File: src/rtl/perf_sample_drain_ctrl.sv
`default_nettype none
// ============================================================================
// Module   : perf_sample_drain_ctrl
// Purpose  : Write-back sequencer for the perf-counter event-based-sampling
//            FIFO. Pops one {event, pc} sample at a time, formats it as a
//            64-bit record and writes it through a single-outstanding
//            req/gnt/rsp port into a software ring buffer. Tracks the fill
//            index, raises a level watermark interrupt, and keeps sticky
//            overflow / write-error flags plus a saturating drop counter.
// Ports    : clk_i, rst_ni (sync, active-low)
//            enable_i, base_addr_i[63:0] (bits [2:0] ignored), clear_i
//            sample_valid_i, sample_event_i, sample_pc_i -> sample_ready_o
//            mem_req_o, mem_gnt_i, mem_addr_o, mem_wdata_o,
//            mem_rsp_valid_i, mem_rsp_err_i
//            wr_idx_o, irq_o, overflow_o, err_o, drop_cnt_o
// Option   : PERF_SAMPLE_TIMESTAMP_EN adds cycle_count_i[63:0]; each record
//            becomes two words (format word, then timestamp), 16-byte stride.
// Revision : 1.0 - initial release
// ============================================================================
module perf_sample_drain_ctrl #(
  parameter int VLEN      = 39,
  parameter int EVENT_W   = 5,
  parameter int NUM_SLOTS = 256,
  parameter int WATERMARK = 192
) (
  input  logic                       clk_i,
  input  logic                       rst_ni,
  input  logic                       enable_i,
  input  logic [63:0]                base_addr_i,
  input  logic                       clear_i,
  input  logic                       sample_valid_i,
  input  logic [EVENT_W-1:0]         sample_event_i,
  input  logic [VLEN-1:0]            sample_pc_i,
  output logic                       sample_ready_o,
  output logic                       mem_req_o,
  input  logic                       mem_gnt_i,
  output logic [63:0]                mem_addr_o,
  output logic [63:0]                mem_wdata_o,
  input  logic                       mem_rsp_valid_i,
  input  logic                       mem_rsp_err_i,
  output logic [$clog2(NUM_SLOTS):0] wr_idx_o,
  output logic                       irq_o,
  output logic                       overflow_o,
  output logic                       err_o,
  output logic [15:0]                drop_cnt_o
`ifdef PERF_SAMPLE_TIMESTAMP_EN
  ,
  input  logic [63:0]                cycle_count_i
`endif
);

  localparam int c_IDX_W = $clog2(NUM_SLOTS) + 1;
  localparam logic [c_IDX_W-1:0] c_FULL = c_IDX_W'(NUM_SLOTS);
  localparam logic [c_IDX_W-1:0] c_WM   = c_IDX_W'(WATERMARK);
`ifdef PERF_SAMPLE_TIMESTAMP_EN
  localparam int c_STRIDE_SH = 4;
`else
  localparam int c_STRIDE_SH = 3;
`endif

  typedef enum logic [2:0] {
    S_IDLE  = 3'd0,
    S_REQ   = 3'd1,
    S_WAIT  = 3'd2,
    S_REQ2  = 3'd3,
    S_WAIT2 = 3'd4
  } state_t;

  state_t              r_state;
  state_t              w_state_nxt;
  logic [c_IDX_W-1:0]  r_idx;
  logic                r_irq;
  logic                r_ovf;
  logic                r_err;
  logic [15:0]         r_drop;
  logic                r_clr_pend;
  logic [63:0]         r_addr;
  logic [63:0]         r_wdata;
`ifdef PERF_SAMPLE_TIMESTAMP_EN
  logic [63:0]         r_ts;
  logic                w_load_w1;
`endif

  logic                w_pop;
  logic                w_apply;
  logic                w_full;
  logic                w_ovf_evt;
  logic                w_err_evt;
  logic                w_idx_inc;
  logic [c_IDX_W-1:0]  w_idx_nxt;
  logic [63:0]         w_slot_addr;
  logic [63:0]         w_rec;
  logic                w_base_unused;

  assign w_base_unused = ^base_addr_i[2:0];

  // The buffer never wraps, so the index only ever reaches NUM_SLOTS as the
  // "full" marker; the slot number is the index without its top bit.
  assign w_full      = (r_idx == c_FULL);
  assign w_idx_nxt   = r_idx + c_IDX_W'(1);
  assign w_slot_addr = {base_addr_i[63:3], 3'b000}
                     + (64'(r_idx[c_IDX_W-2:0]) << c_STRIDE_SH);

  always_comb begin
    w_rec                    = '0;
    w_rec[63 -: EVENT_W]     = sample_event_i;
    w_rec[VLEN-1:0]          = sample_pc_i;
  end

  always_comb begin
    w_state_nxt = r_state;
    w_pop       = 1'b0;
    w_apply     = 1'b0;
    w_ovf_evt   = 1'b0;
    w_err_evt   = 1'b0;
    w_idx_inc   = 1'b0;
`ifdef PERF_SAMPLE_TIMESTAMP_EN
    w_load_w1   = 1'b0;
`endif
    case (r_state)
      S_IDLE: begin
        // A pending clear owns the cycle: no pop while it is applied.
        if (r_clr_pend) begin
          w_apply = 1'b1;
        end else if (enable_i && sample_valid_i) begin
          w_pop = 1'b1;
          if (w_full) begin
            w_ovf_evt = 1'b1;
          end else begin
            w_state_nxt = S_REQ;
          end
        end
      end
      S_REQ: begin
        if (mem_gnt_i) w_state_nxt = S_WAIT;
      end
      S_WAIT: begin
        if (mem_rsp_valid_i) begin
          if (mem_rsp_err_i) begin
            w_err_evt   = 1'b1;
            w_state_nxt = S_IDLE;
          end else begin
`ifdef PERF_SAMPLE_TIMESTAMP_EN
            w_load_w1   = 1'b1;
            w_state_nxt = S_REQ2;
`else
            w_idx_inc   = 1'b1;
            w_state_nxt = S_IDLE;
`endif
          end
        end
      end
`ifdef PERF_SAMPLE_TIMESTAMP_EN
      S_REQ2: begin
        if (mem_gnt_i) w_state_nxt = S_WAIT2;
      end
      S_WAIT2: begin
        if (mem_rsp_valid_i) begin
          w_err_evt   = mem_rsp_err_i;
          w_idx_inc   = ~mem_rsp_err_i;
          w_state_nxt = S_IDLE;
        end
      end
`endif
      default: w_state_nxt = S_IDLE;
    endcase
  end

  always_ff @(posedge clk_i) begin
    if (!rst_ni) begin
      r_state    <= S_IDLE;
      r_idx      <= '0;
      r_irq      <= 1'b0;
      r_ovf      <= 1'b0;
      r_err      <= 1'b0;
      r_drop     <= '0;
      r_clr_pend <= 1'b0;
      r_addr     <= '0;
      r_wdata    <= '0;
`ifdef PERF_SAMPLE_TIMESTAMP_EN
      r_ts       <= '0;
`endif
    end else begin
      r_state    <= w_state_nxt;
      // A new clear request wins over retiring the one being applied.
      r_clr_pend <= clear_i | (r_clr_pend & ~w_apply);
      if (w_apply) begin
        r_idx  <= '0;
        r_irq  <= 1'b0;
        r_ovf  <= 1'b0;
        r_err  <= 1'b0;
        r_drop <= '0;
      end else begin
        if (w_idx_inc) begin
          r_idx <= w_idx_nxt;
          // Registered alongside the index so irq_o tracks wr_idx_o exactly.
          if (w_idx_nxt >= c_WM) r_irq <= 1'b1;
        end
        if (w_ovf_evt) r_ovf <= 1'b1;
        if (w_err_evt) r_err <= 1'b1;
        if ((w_ovf_evt || w_err_evt) && (r_drop != 16'hFFFF)) begin
          r_drop <= r_drop + 16'd1;
        end
      end
      if (w_pop && !w_full) begin
        r_addr  <= w_slot_addr;
        r_wdata <= w_rec;
`ifdef PERF_SAMPLE_TIMESTAMP_EN
        r_ts    <= cycle_count_i;
`endif
      end
`ifdef PERF_SAMPLE_TIMESTAMP_EN
      if (w_load_w1) begin
        r_addr  <= r_addr + 64'd8;
        r_wdata <= r_ts;
      end
`endif
    end
  end

  // Pop strobe is combinational; hold it off while reset is asserted.
  assign sample_ready_o = w_pop & rst_ni;
  assign mem_req_o      = (r_state == S_REQ) || (r_state == S_REQ2);
  assign mem_addr_o     = r_addr;
  assign mem_wdata_o    = r_wdata;
  assign wr_idx_o       = r_idx;
  assign irq_o          = r_irq;
  assign overflow_o     = r_ovf;
  assign err_o          = r_err;
  assign drop_cnt_o     = r_drop;

endmodule
`default_nettype wire
File: config.mk
export PLATFORM = sky130hd
export DESIGN_NAME = perf_sample_drain_ctrl
export DESIGN_NICKNAME = d
export VERILOG_FILES = /design/src/rtl/perf_sample_drain_ctrl.sv
export SDC_FILE = /design/constraint.sdc
export NUM_CORES = 1
export LEC_CHECK = 0
export BUFFER_PORTS_ARGS = -buffer_cell sky130_fd_sc_hd__clkbuf_2
export CORE_UTILIZATION = 51
export CTS_BUF_LIST = sky130_fd_sc_hd__clkbuf_4
export CTS_CLUSTER_SIZE = 8
export DETAILED_ROUTE_END_ITERATION = 7
export PLACE_DENSITY = 0.83
export SLEW_MARGIN = 30
export SYNTH_ARGS = -nofsm -noshare
export SYNTH_HDL_FRONTEND = slang
export SYNTH_SLANG_ARGS = --single-unit
export TNS_END_PERCENT = 30
File: constraint.sdc
create_clock -name clk_i -period 2.9 [get_ports clk_i]
set_input_delay 0.145 -clock clk_i [delete_from_list [all_inputs] [get_ports clk_i]]
set_output_delay 0.145 -clock clk_i [all_outputs]
set_load 0.01 [all_outputs]
; ---- After elaboration in Yosys (flattened, before gate mapping)
; Index checks and enable logic that the tools add are counted.
[word_totals]
ff_bits = 140
out_inout_bits = 158
[classes]
add_sub_neg = 3
n_lt_le_gt_ge = 1
n_eq_ne = 10
muxes = 21
bitwise_logic = 5
reduce_logical = 10
[ops]
columns = operator, count
row1 = adder 64 x 11 -> 64 bit, 1
row2 = "adder 16 x 1 -> 16 bit, second input constant", 1
row3 = "inequality test 16 bit, second input constant", 1
row4 = 2-to-1 mux 1 bit, 15
row5 = 2-to-1 mux 3 bit, 5
row6 = "inequality test 2 bit, second input constant", 5
row7 = "adder 9 x 1 -> 9 bit, second input constant", 1
row8 = "equality test 9 bit, second input constant", 1
row9 = "greater-or-equal comparator 9 x 8 -> 1 bit, second input constant", 1
row10 = case mux 3 bit (3 select lines), 1
row11 = "equality test 3 x 2 -> 1 bit, second input constant", 2
row12 = AND reduction 5 bit, 1
row13 = "equality test 3 x 1 -> 1 bit, second input constant", 1
row14 = logical AND 1 bit, 3
row15 = zero test 3 bit, 1
row16 = AND 1 bit, 2
row17 = logical OR 1 bit, 2
row18 = NOT 1 bit, 2
row19 = AND reduction 2 bit, 1
row20 = OR reduction 2 bit, 1
row21 = zero test 1 bit, 1
row22 = bitwise OR 1 bit, 1

; ---- Depth between registers and ports, before layout
; Gate-level depths: netlist (run 1).
[logic_depth]
depth_word = 7
depth_mapped = 10
ltp_nobuf = 7

; ---- Least setup slack after synthesis (run 1)
; Ideal clock, no wire load.
[synth_path]
path_kind = reg-to-reg
from = register r_idx[0] (netlist: wr_idx_o[0])
to = register r_addr[45] (netlist: mem_addr_o[45])
setup_ns = 0.086
arrival_ns = 2.477
required_ns = 2.814
slack_ns = 0.338
path_stages_with_launch = 10
cell_sequence = dfxtp_1 ha_1 fa_1 a211oi_1 o21ai_1 o2111ai_1 clkbuf_1 clkbuf_1 nor4_1 a211oi_1
[synth_between]
elab_chain_cells = 3
elab_cells_between_ends = 4
cone_classes = 1 x add/sub / 1 x eq/ne / 2 x reduce/logical
[synth_lines]
columns = item, line
row1 = "start, declared", 71  ; logic [c_IDX_W-1:0] r_idx;
row2 = "start signal, assigned", 195  ; r_idx <= w_idx_nxt;
row3 = branches (longest 3 deep; another with adder 64 x 11 -> 64 bit), -
row4 = "end signal, assigned", 206  ; r_addr <= w_slot_addr;
row5 = "end, declared", 77  ; logic [63:0] r_addr;
; Several ways; the timed one is not identified.
; A chain may end at the register's enable or synchronous reset.

; ---- Worst setup path after layout (run 1)
[layout_path]
from = register r_idx[6] (netlist: wr_idx_o[6])
to = register r_addr[22] (netlist: mem_addr_o[22])
; The elaborated chain is that of the path after synthesis.

==> results.toml, run 1 <==
[min_path]
min-delay-start = "base_addr_i[3]"
hold_class = "in -> reg"

[detailed_routing]
viasPerCell = 5.739
via_count = 8081
ant_nets = 0
initialDrtViolationCount = 601
drc_errors = 0
wl_um = 22650
post_drt_wl_per_cell_um = 16.09
detail_route.first_pass.iterations = 5

[cts]
post_cts_buffers = 0
hold_buffers = 94
clock_latency_ns = 0.53
cts_root_buffer = "clkbuf_4"
clockBufferDepth = 2
cts_sinks = 136
cts-buffers-inserted = 17
path_clk_slew_ns = 0.11
cts_tree = "yes"
htree_levels = 4
cts_resized = 0

[yosys]
ys.warnings.count = 0
async_reset_ff_frac = 0
ys_ff_latch = 136
netlist_area_mm2 = 0.007166
ys_seq_area_frac = 0.3800
synth-edff-count = 0
syn-instance-count = 905
synth_cell_types = 62
ys.flop_type = "dfxtp_1"
avgSynthCellArea_um2 = 7.918

[floorplanning]
die_area_mm2 = 0.01453
die_width_um = 120.5
core-area_mm2 = 0.01345
fp.dieH_um = 120.5
ios = 274
start_util = 0.5326
rows = 42

[final_layout]
area_growth_pct = 34.78
drive_above_1_share = 0.2581
fill_cells = 1063
layout.nets = 1347
num_antenna_cells = 0
post-route-util = 0.7179
multi_input_area_mm2 = 0.003986
final_area_mm2 = 0.009658
register_area_mm2 = 0.002723

[critical_path]
path_buf_inv = 0
crit_fanout = 15
worst-setup-path-type = "reg -> reg"
critPathArrivalTime_ns = 3.14
cp-start-kind = "flip-flop"
slowest_delay_ns = 0.55
critPathRequiredTime_ns = 3.35
crit_path_top_delay_cell = "or3_1"
cp-end-kind = "flip-flop"
reg2reg_from = "wr_idx_o[6]"
worstPathCellList = "ha_1 > nand3_2 > or3_1 > a21o_2 > or4_1 > a31oi_1"
crit_start = "wr_idx_o[6]"
critPathTopFamily = "simple AND/OR/NAND/NOR gates"

[place]
gp_congestion = 0.8816
dpl_cell_area_mm2 = 0.008386
io_buffers = 247
dp_hpwl_um = 14500

[sta]
tns_ns = 0
final_max_slew_viol_count = 0
skew_ns = 0.02062
rsz0062_at_grt = "false"
setup_viol = 0
hold_violations = 0
maxSlewHeadroom = 0.5772
finalCritPeriodShare = 0.9267
holdWs_ns = 0.05892
max_freq_mhz = 372.1
worst_pin_slew_ns = 0.6314
fin_crit_ns = 2.687

[grt]
first_global_vias = 7360
grtUsageMet2 = 0.5093
grt_overflow = 0
grt_pass1_wl_um = 35690
antenna_found_initial = 0
use_met3 = 0.06887
grt_start_max_net_pins = 109
top_usage_layer = "met2"
track_usage = 0.3078
grt_use_met1 = 0.3755

[pwr]
ir_drop_mv = 0.3454
power_leakage_nw = 4.029
p_per_area_mw_per_mm2 = 417.0

[status]
outcome = "complete, no violations"

[job]
drv_cap = 0
[cells in the final DEF (no fill, tap or decap), types with 6 or more instances in the layout]
cell type | Yosys | routed
a211oi_1 | 19 | 19
a21oi_1 | 81 | 81
a311oi_1 | 8 | 8
a31oi_1 | 21 | 21
and2_1 | 7 | 6
and3_1 | 13 | 13
and4_1 | 12 | 12
and4_2 | 7 | 7
buf_4 | 24 | 14
clkbuf_2 | 0 | 247
clkbuf_4 | 0 | 21
conb_1 | 1 | 23
dfxtp_1 | 136 | 136
dlygate4sd3_1 | 0 | 94
ha_1 | 11 | 11
inv_1 | 19 | 19
nand2_1 | 141 | 141
nand3_1 | 46 | 46
nand4_1 | 24 | 24
nor2_1 | 46 | 46
nor3_1 | 15 | 15
nor4_1 | 11 | 11
o21ai_0 | 63 | 63
o31ai_1 | 11 | 11
or3_1 | 20 | 20
or4_1 | 19 | 19
xnor2_1 | 16 | 16
xor2_1 | 13 | 13
[final cells by class]
cell class | instances | area share
well taps | 176 | 0.02280
flip-flops and latches | 136 | 0.2819
clock inverters | 11 | 0.01593
clock buffers | 21 | 0.01632
repair buffers | 358 | 0.2425
multi-input cells | 686 | 0.4127
inverters | 20 | 0.007773
[metrics by stage]
stage	power (mW)	setup slack, ns	cells
2_1_floorplan	2.342	0.3377	927
3_3_place_gp	2.558	0.3263	1281
3_5_place_dp	2.569	0.2671	1281
4_1_cts	4.037	0.2307	1407
5_1_grt	4.202	0.04093	1408
6_report	4.027	0.2125	1408
[where the power goes]
group / switching (mW) / internal (mW)
registers: 0.0447 / 1.95
clock network: 0.663 / 0.709
logic: 0.370 / 0.289
[tightest hold or removal path, stage by stage]
cell and delay (ns):
clkbuf_2 0.09, ha_1 0.13, nand2_1 0.05, a21oi_1 0.12
[sequential cells by signal, summed over array words and instances, names as in the netlist, 2 cells and up]
register     cells
drop_cnt_o      16
mem_wdata_o     44
r_state          2
mem_addr_o      61
wr_idx_o         9
[per-layer routing]
layer,vias up,share of wire
li1,3906,-
met1,3684,0.40
met2,402,0.48
met3,89,0.072
met4,0,0.048
met5,-,0
[synth_stat cells (all sizes together) (4+ instances only)]
cell       n  area [µm²]
nand2    142       535.5
dfxtp    136        2723
a21oi     81       405.4
o21ai     64       320.3
nand3     47       240.2
buf       46       306.5
nor2      46       172.7
clkbuf    39       166.4
nand4     24       150.1
a31oi     21       131.4
a211oi    20       155.1
inv       20       75.07
or3       20       125.1
and4      19       175.2
or4       19       142.6
nor3      18       105.1
xnor2     16       140.1
and3      14       88.84
xor2      13       113.9
ha        11       137.6
nor4      11       68.82
o31ai     11       82.58
a311oi     8       70.07
and2       7       43.79
a2111oi    6       71.32
nand4b     5       43.79
a21o       4       31.28
o2111ai    4       35.03
o311ai     4       35.03
or2        4       25.02
[path summary, 6_finish.rpt]
path                            cells past startpoint  slack [ns]              to
worst min-delay path                                4        0.06   mem_addr_o[3]
worst min register to register                      2        0.46           irq_o
worst max register to register                      6        0.21  mem_addr_o[22]
worst max-delay path                                6        0.21  mem_addr_o[22]
[cells by family after synthesis]
family	share of synthesized area
compound gates	0.2081
xor+xnor	0.03545
fa+ha+maj	0.02200
buf+inv	0.07648
flops	0.3800
mux	0.002794
other cells	0.0005233
simple gates	0.2747
Note: power is estimated with default switching activity, not from simulation.
==> run 2, diff against run 1 <==
clock period = 2.65 ns   (was 2.9 ns; I/O delays follow)
==> run 2 against run 1 <==
  * First-iteration DRC count up 19%
  * Worst hold slack worse by 0.0074 ns
  * Flip-flop and latch count unchanged
  * Utilization up 1.5 points
  * Largest cell class unchanged
  * Final cell count up 1.2%
  * Setup slack worse by 0.034 ns
  * Power up 10%
  * Clock skew down 0.0044 ns
  * Wire length down 0.19%
==> results.toml, run 2 (synthesized netlist as in run 1, its figures left out) <==
[status]
outcome = "complete, no violations"

[final_layout]
final_common_cell = "clkbuf_2"
layout_common_cells = "247 x clkbuf_2, 141 x nand2_1, 136 x dfxtp_1"
largest_reg_flops = 61
final_cells = 1425
area_growth_pct = 37.52
fill_cells = 1040
post-route-util = 0.7325
drive_above_1_share = 0.2662
layout.nets = 1363

[cts]
path_clk_slew_ns = 0.11
cts_sinks = 136
clock_latency_ns = 0.55
cts_tree = "yes"
cts-buffers-inserted = 17
cts_root_buffer = "clkbuf_4"
clockBufferDepth = 2
htree_levels = 4

[detailed_routing]
ant_nets = 0
drc_errors = 0
post_drt_wl_per_cell_um = 15.86
initialDrtViolationCount = 714
viasPerCell = 5.684
detail_route.first_pass.iterations = 5
wl_um = 22610
via_count = 8099

[critical_path]
worst-setup-path-type = "reg -> reg"
worstPathCellList = "ha_1 > nand3_2 > or3_1 > a21o_2 > or4_1 > a31oi_1"
path_buf_inv = 0
critPathTopFamily = "simple AND/OR/NAND/NOR gates"
cp-end-kind = "flip-flop"
cp-start-kind = "flip-flop"
crit_fanout = 15
critPathArrivalTime_ns = 2.94
reg2reg_slack_ns = 0.18
reg2reg_from = "wr_idx_o[7]"
crit_path_top_delay_cell = "or4_1"
r2r.worst_path.cells = 6
slowest_delay_ns = 0.53
regToRegEndpoint = "mem_addr_o[24]"
critPathRequiredTime_ns = 3.12

[min_path]
hold_class = "in -> reg"
min_to = "mem_addr_o[59]"
min-delay-start = "base_addr_i[59]"
worstHoldPathCells = 5

[job]
drv_cap = 0

[floorplanning]
core-area_mm2 = 0.01345
start_util = 0.5326
ios = 274
fp.dieH_um = 120.5
rows = 42
die_width_um = 120.5
die_area_mm2 = 0.01453

[sta]
skew_ns = 0.01627
max_freq_mhz = 404.6
fin_crit_ns = 2.472
setup_viol = 0
maxSlewHeadroom = 0.4885
worst_pin_slew_ns = 0.7672
rsz0062_at_grt = "false"
tns_ns = 0
finalCritPeriodShare = 0.9327
final_max_slew_viol_count = 0
holdWs_ns = 0.05156
hold_violations = 0

[pwr]
ir_drop_mv = 0.3013
p_per_area_mw_per_mm2 = 450.7
power_leakage_nw = 4.139
total_power_mw = 4.441

[grt]
grt_pass1_wl_um = 35400
first_global_vias = 7380
grt_overflow = 0
track_usage = 0.3050
grt_start_max_net_pins = 81
antenna_found_initial = 1

[place]
dp_hpwl_um = 14730
gp_congestion = 0.8691
io_buffers = 247
place_inst = 1292
==> run 2: cell types whose count changed in the layout (fill, tap and decap cells not counted), moves of 2 or more <==
cell,previous run,this run
buf_12,3,8
clkinv_1,5,1
buf_4,14,19
clkbuf_4,21,17
dlygate4sd3_1,94,99
clkinvlp_4,2,0
diode_2,0,2
inv_6,0,2
clkinv_2,0,6
==> run 2: worst reg2reg max path: stages (launching register included) <==
cell     delay, ns
dfxtp_1       0.40
ha_1          0.35
nand3_2       0.07
or3_1         0.52
a21o_2        0.38
or4_1         0.53
a31oi_1       0.17
==> run 2: what timing repair did <==
| action | CTS | global route |
|---|---|---|
| setup endpoints to repair | 0 | 16 |
| buffers inserted | 0 | 0 |
| gates resized for setup | 0 | 0 |
| hold endpoints to repair | 98 | 0 |
| hold buffers | 99 | 0 |
==> run 2: where the power goes <==
part | switching, mW | internal [mW]
registers | 0.0492 | 2.14
clock network | 0.775 | 0.738
logic | 0.408 | 0.336
==> run 2: final cells by class <==
cell class | instances | area [µm²] | share of cell area
antenna | 2 | 5.005 | 0.0005079
clock buffer | 17 | 127.6 | 0.01295
clock inverter | 14 | 180.2 | 0.01828
inverter | 20 | 75.07 | 0.007618
multi-input combinational | 687 | 3994 | 0.4053
sequential | 136 | 2723 | 0.2763
tap | 176 | 220.2 | 0.02235
timing repair buffer | 373 | 2530 | 0.2567
==> run 2: metal layers <==
layer  vias up  routed length, µm  track usage
met5         -                  0            0
met4         0                893       0.1458
met3        69               1877      0.08160
met2       384              10750       0.5140
met1      3713               9087       0.3588
li1       3933                  -            -
==> run 2: how the worst max path moves through the flow <==
stage          cells after the start               to   startpoint  slack, ns
2_1_floorplan                      9   mem_addr_o[45]  wr_idx_o[0]       0.09
3_3_place_gp                       6   mem_addr_o[20]  wr_idx_o[2]       0.25
3_5_place_dp                       9  mem_wdata_o[38]  wr_idx_o[1]       0.19
4_1_cts                            9  mem_wdata_o[28]  wr_idx_o[1]       0.15
5_1_grt                            6   mem_addr_o[24]  wr_idx_o[7]       0.02
6_report                           6   mem_addr_o[24]  wr_idx_o[7]       0.18
==> run 2: through the flow <==
step | worst slack, ns | cell area (µm²)
final | 0.1784 | 9854
after global routing | 0.01818 | 9852
after floorplan | 0.08769 | 7248
after CTS | 0.1513 | 9842
after global placement | 0.2497 | 8543
after detailed placement | 0.1879 | 8543
==> run 3, diff against run 2 <==
CORE_MARGIN = 2   (was not set)
==> run 3 against run 2 <==
  * Clock skew grew 0.0086 ns
  * First-iteration DRC count grew 13%
  * Register-to-register slack lost 0.03 ns
  * Non-clock buffer count shrank 2
  * Sequential power is essentially flat
  * Worst hold slack gained 0.015 ns
  * Final area shrank 0.42%
  * Die area grew 3.3%
  * Fmax shrank 1.1%
  * Largest cell class unchanged
  * Highest routed layer unchanged
==> results.toml, run 3 (synthesized netlist as in run 1, its figures left out) <==
[grt]
antenna_found_initial = 0
grt_overflow = 0
grt_start_max_net_pins = 58
grt_pass1_wl_um = 36010
first_global_vias = 7486
track_usage = 0.3001

[sta]
maxSlewHeadroom = 0.5902
max_freq_mhz = 400.2
final_max_slew_viol_count = 0
skew_ns = 0.02488
fin_crit_ns = 2.499
setup_viol = 0
worst_pin_slew_ns = 0.5992
holdWs_ns = 0.06648
tns_ns = 0
hold_violations = 0
finalCritPeriodShare = 0.9429
rsz0062_at_grt = "false"
setup_ws_ns = 0.1514

[critical_path]
regToRegEndpoint = "mem_addr_o[35]"
path_buf_inv = 1
r2r.worst_path.cells = 8
critPathRequiredTime_ns = 3.11
cp-end-kind = "flip-flop"
reg2reg_from = "wr_idx_o[0]"
crit_path_top_delay_cell = "or4_1"
worst-setup-path-type = "reg -> reg"
worstPathCellList = "ha_1 > fa_1 > a211oi_1 > o21ai_1 > o2111ai_2 > buf_12 > or4_1 > a31oi_1"
critPathArrivalTime_ns = 2.96
critPathTopFamily = "compound AO/OA/AOI/OAI gates"
slowest_delay_ns = 0.48
reg2reg_slack_ns = 0.15
cp-start-kind = "flip-flop"
crit_fanout = 39

[cts]
htree_levels = 4
cts-buffers-inserted = 17
cts_tree = "yes"
clock_latency_ns = 0.55
post_cts_buffers = 0
clockBufferDepth = 2
cts_root_buffer = "clkbuf_4"
path_clk_slew_ns = 0.11
cts_sinks = 136

[detailed_routing]
via_count = 8253
ant_nets = 0
initialDrtViolationCount = 809
detail_route.first_pass.iterations = 7
drc_errors = 0
post_drt_wl_per_cell_um = 16.24
wl_um = 23140
viasPerCell = 5.792

[final_layout]
area_growth_pct = 36.95
final_common_cell = "clkbuf_2"
num_antenna_cells = 0
post-route-util = 0.7097
drive_above_1_share = 0.2651
fill_cells = 1054
largest_reg_flops = 61
layout_common_cells = "247 x clkbuf_2, 141 x nand2_1, 136 x dfxtp_1"
layout.nets = 1360

[min_path]
min_to = "mem_addr_o[12]"
min-delay-start = "rst_ni"
hold_class = "in -> reg"
worstHoldPathCells = 3

[place]
gp_congestion = 0.8601
dp_hpwl_um = 14750
io_buffers = 247
pre_cts_slack_ns = 0.1253

[floorplanning]
start_util = 0.5182
die_width_um = 122.5
core-area_mm2 = 0.01383
ios = 274
rows = 43
die_area_mm2 = 0.01501
fp.dieH_um = 122.5

[status]
outcome = "complete, no violations"

[pwr]
ir_drop_mv = 0.3430
p_per_area_mw_per_mm2 = 444.9
power_leakage_nw = 4.109

[job]
drv_cap = 0
-- run 3: cell count changes in the layout (fill, tap and decap cells not counted), moves of 2 or more --
cell | before | now
clkbuf_4 | 17 | 21
buf_4 | 19 | 17
diode_2 | 2 | 0
inv_6 | 2 | 0
-- run 3: how the worst max path moves through the flow --
stage	start	to	slack, ns	depth (start not counted)
2_1_floorplan	wr_idx_o[0]	mem_addr_o[45]	0.09	9
3_3_place_gp	wr_idx_o[5]	mem_addr_o[20]	0.19	6
3_5_place_dp	wr_idx_o[5]	mem_addr_o[24]	0.13	6
4_1_cts	wr_idx_o[5]	mem_addr_o[24]	0.11	6
5_1_grt	wr_idx_o[0]	mem_addr_o[41]	0.03	8
6_report	wr_idx_o[0]	mem_addr_o[35]	0.15	8
-- run 3: per-layer routing --
layer  vias to the layer above  GRT usage  share of wire  routed length, µm
met2                       420     0.4878           0.47              10960
met3                        86    0.08318          0.080               1848
met1                      3816     0.3638           0.40               9327
met4                         0     0.1509          0.043               1004
li1                       3931          -              -                  -
met5                         -          0              0                  0
-- run 3: cell type report --
type	instances	area [µm²]	area share
timing repair buffer	371	2505	0.2553
clock buffer	21	157.7	0.01607
sequential	136	2723	0.2774
inverter	20	75.07	0.007650
tap	180	225.2	0.02295
clock inverter	11	130.1	0.01326
multi-input combinational	686	3998	0.4074
-- run 3: metrics by stage --
stage               cell area (µm²)  cells  power (mW)
floorplan                      7248    927       2.563
global placement               8513   1293       2.814
detailed placement             8513   1293       2.825
CTS                            9802   1425       4.361
global route                   9813   1425       4.547
finish                         9813   1425       4.366
-- run 3: tightest hold or removal path: stages --
cell and delay (ns):
clkbuf_2 0.23, o21ai_0 0.14, a21oi_1 0.05
-- run 3: power by group --
| group | switching (mW) | internal, mW | total (mW) |
|---|---|---|---|
| Combinational | 0.408 | 0.330 | 0.738 |
| Sequential | 0.0519 | 2.13 | 2.19 |
| Clock | 0.759 | 0.682 | 1.44 |
| Total | 1.22 | 3.15 | 4.37 |
-- run 3: what timing repair did --
action | 4_1_cts | 5_1_grt
hold buffers | 100 | 0
endpoints found under the setup margin | 0 | 11
endpoints found under the hold margin | 100 | 0
resized for setup | 0 | 2
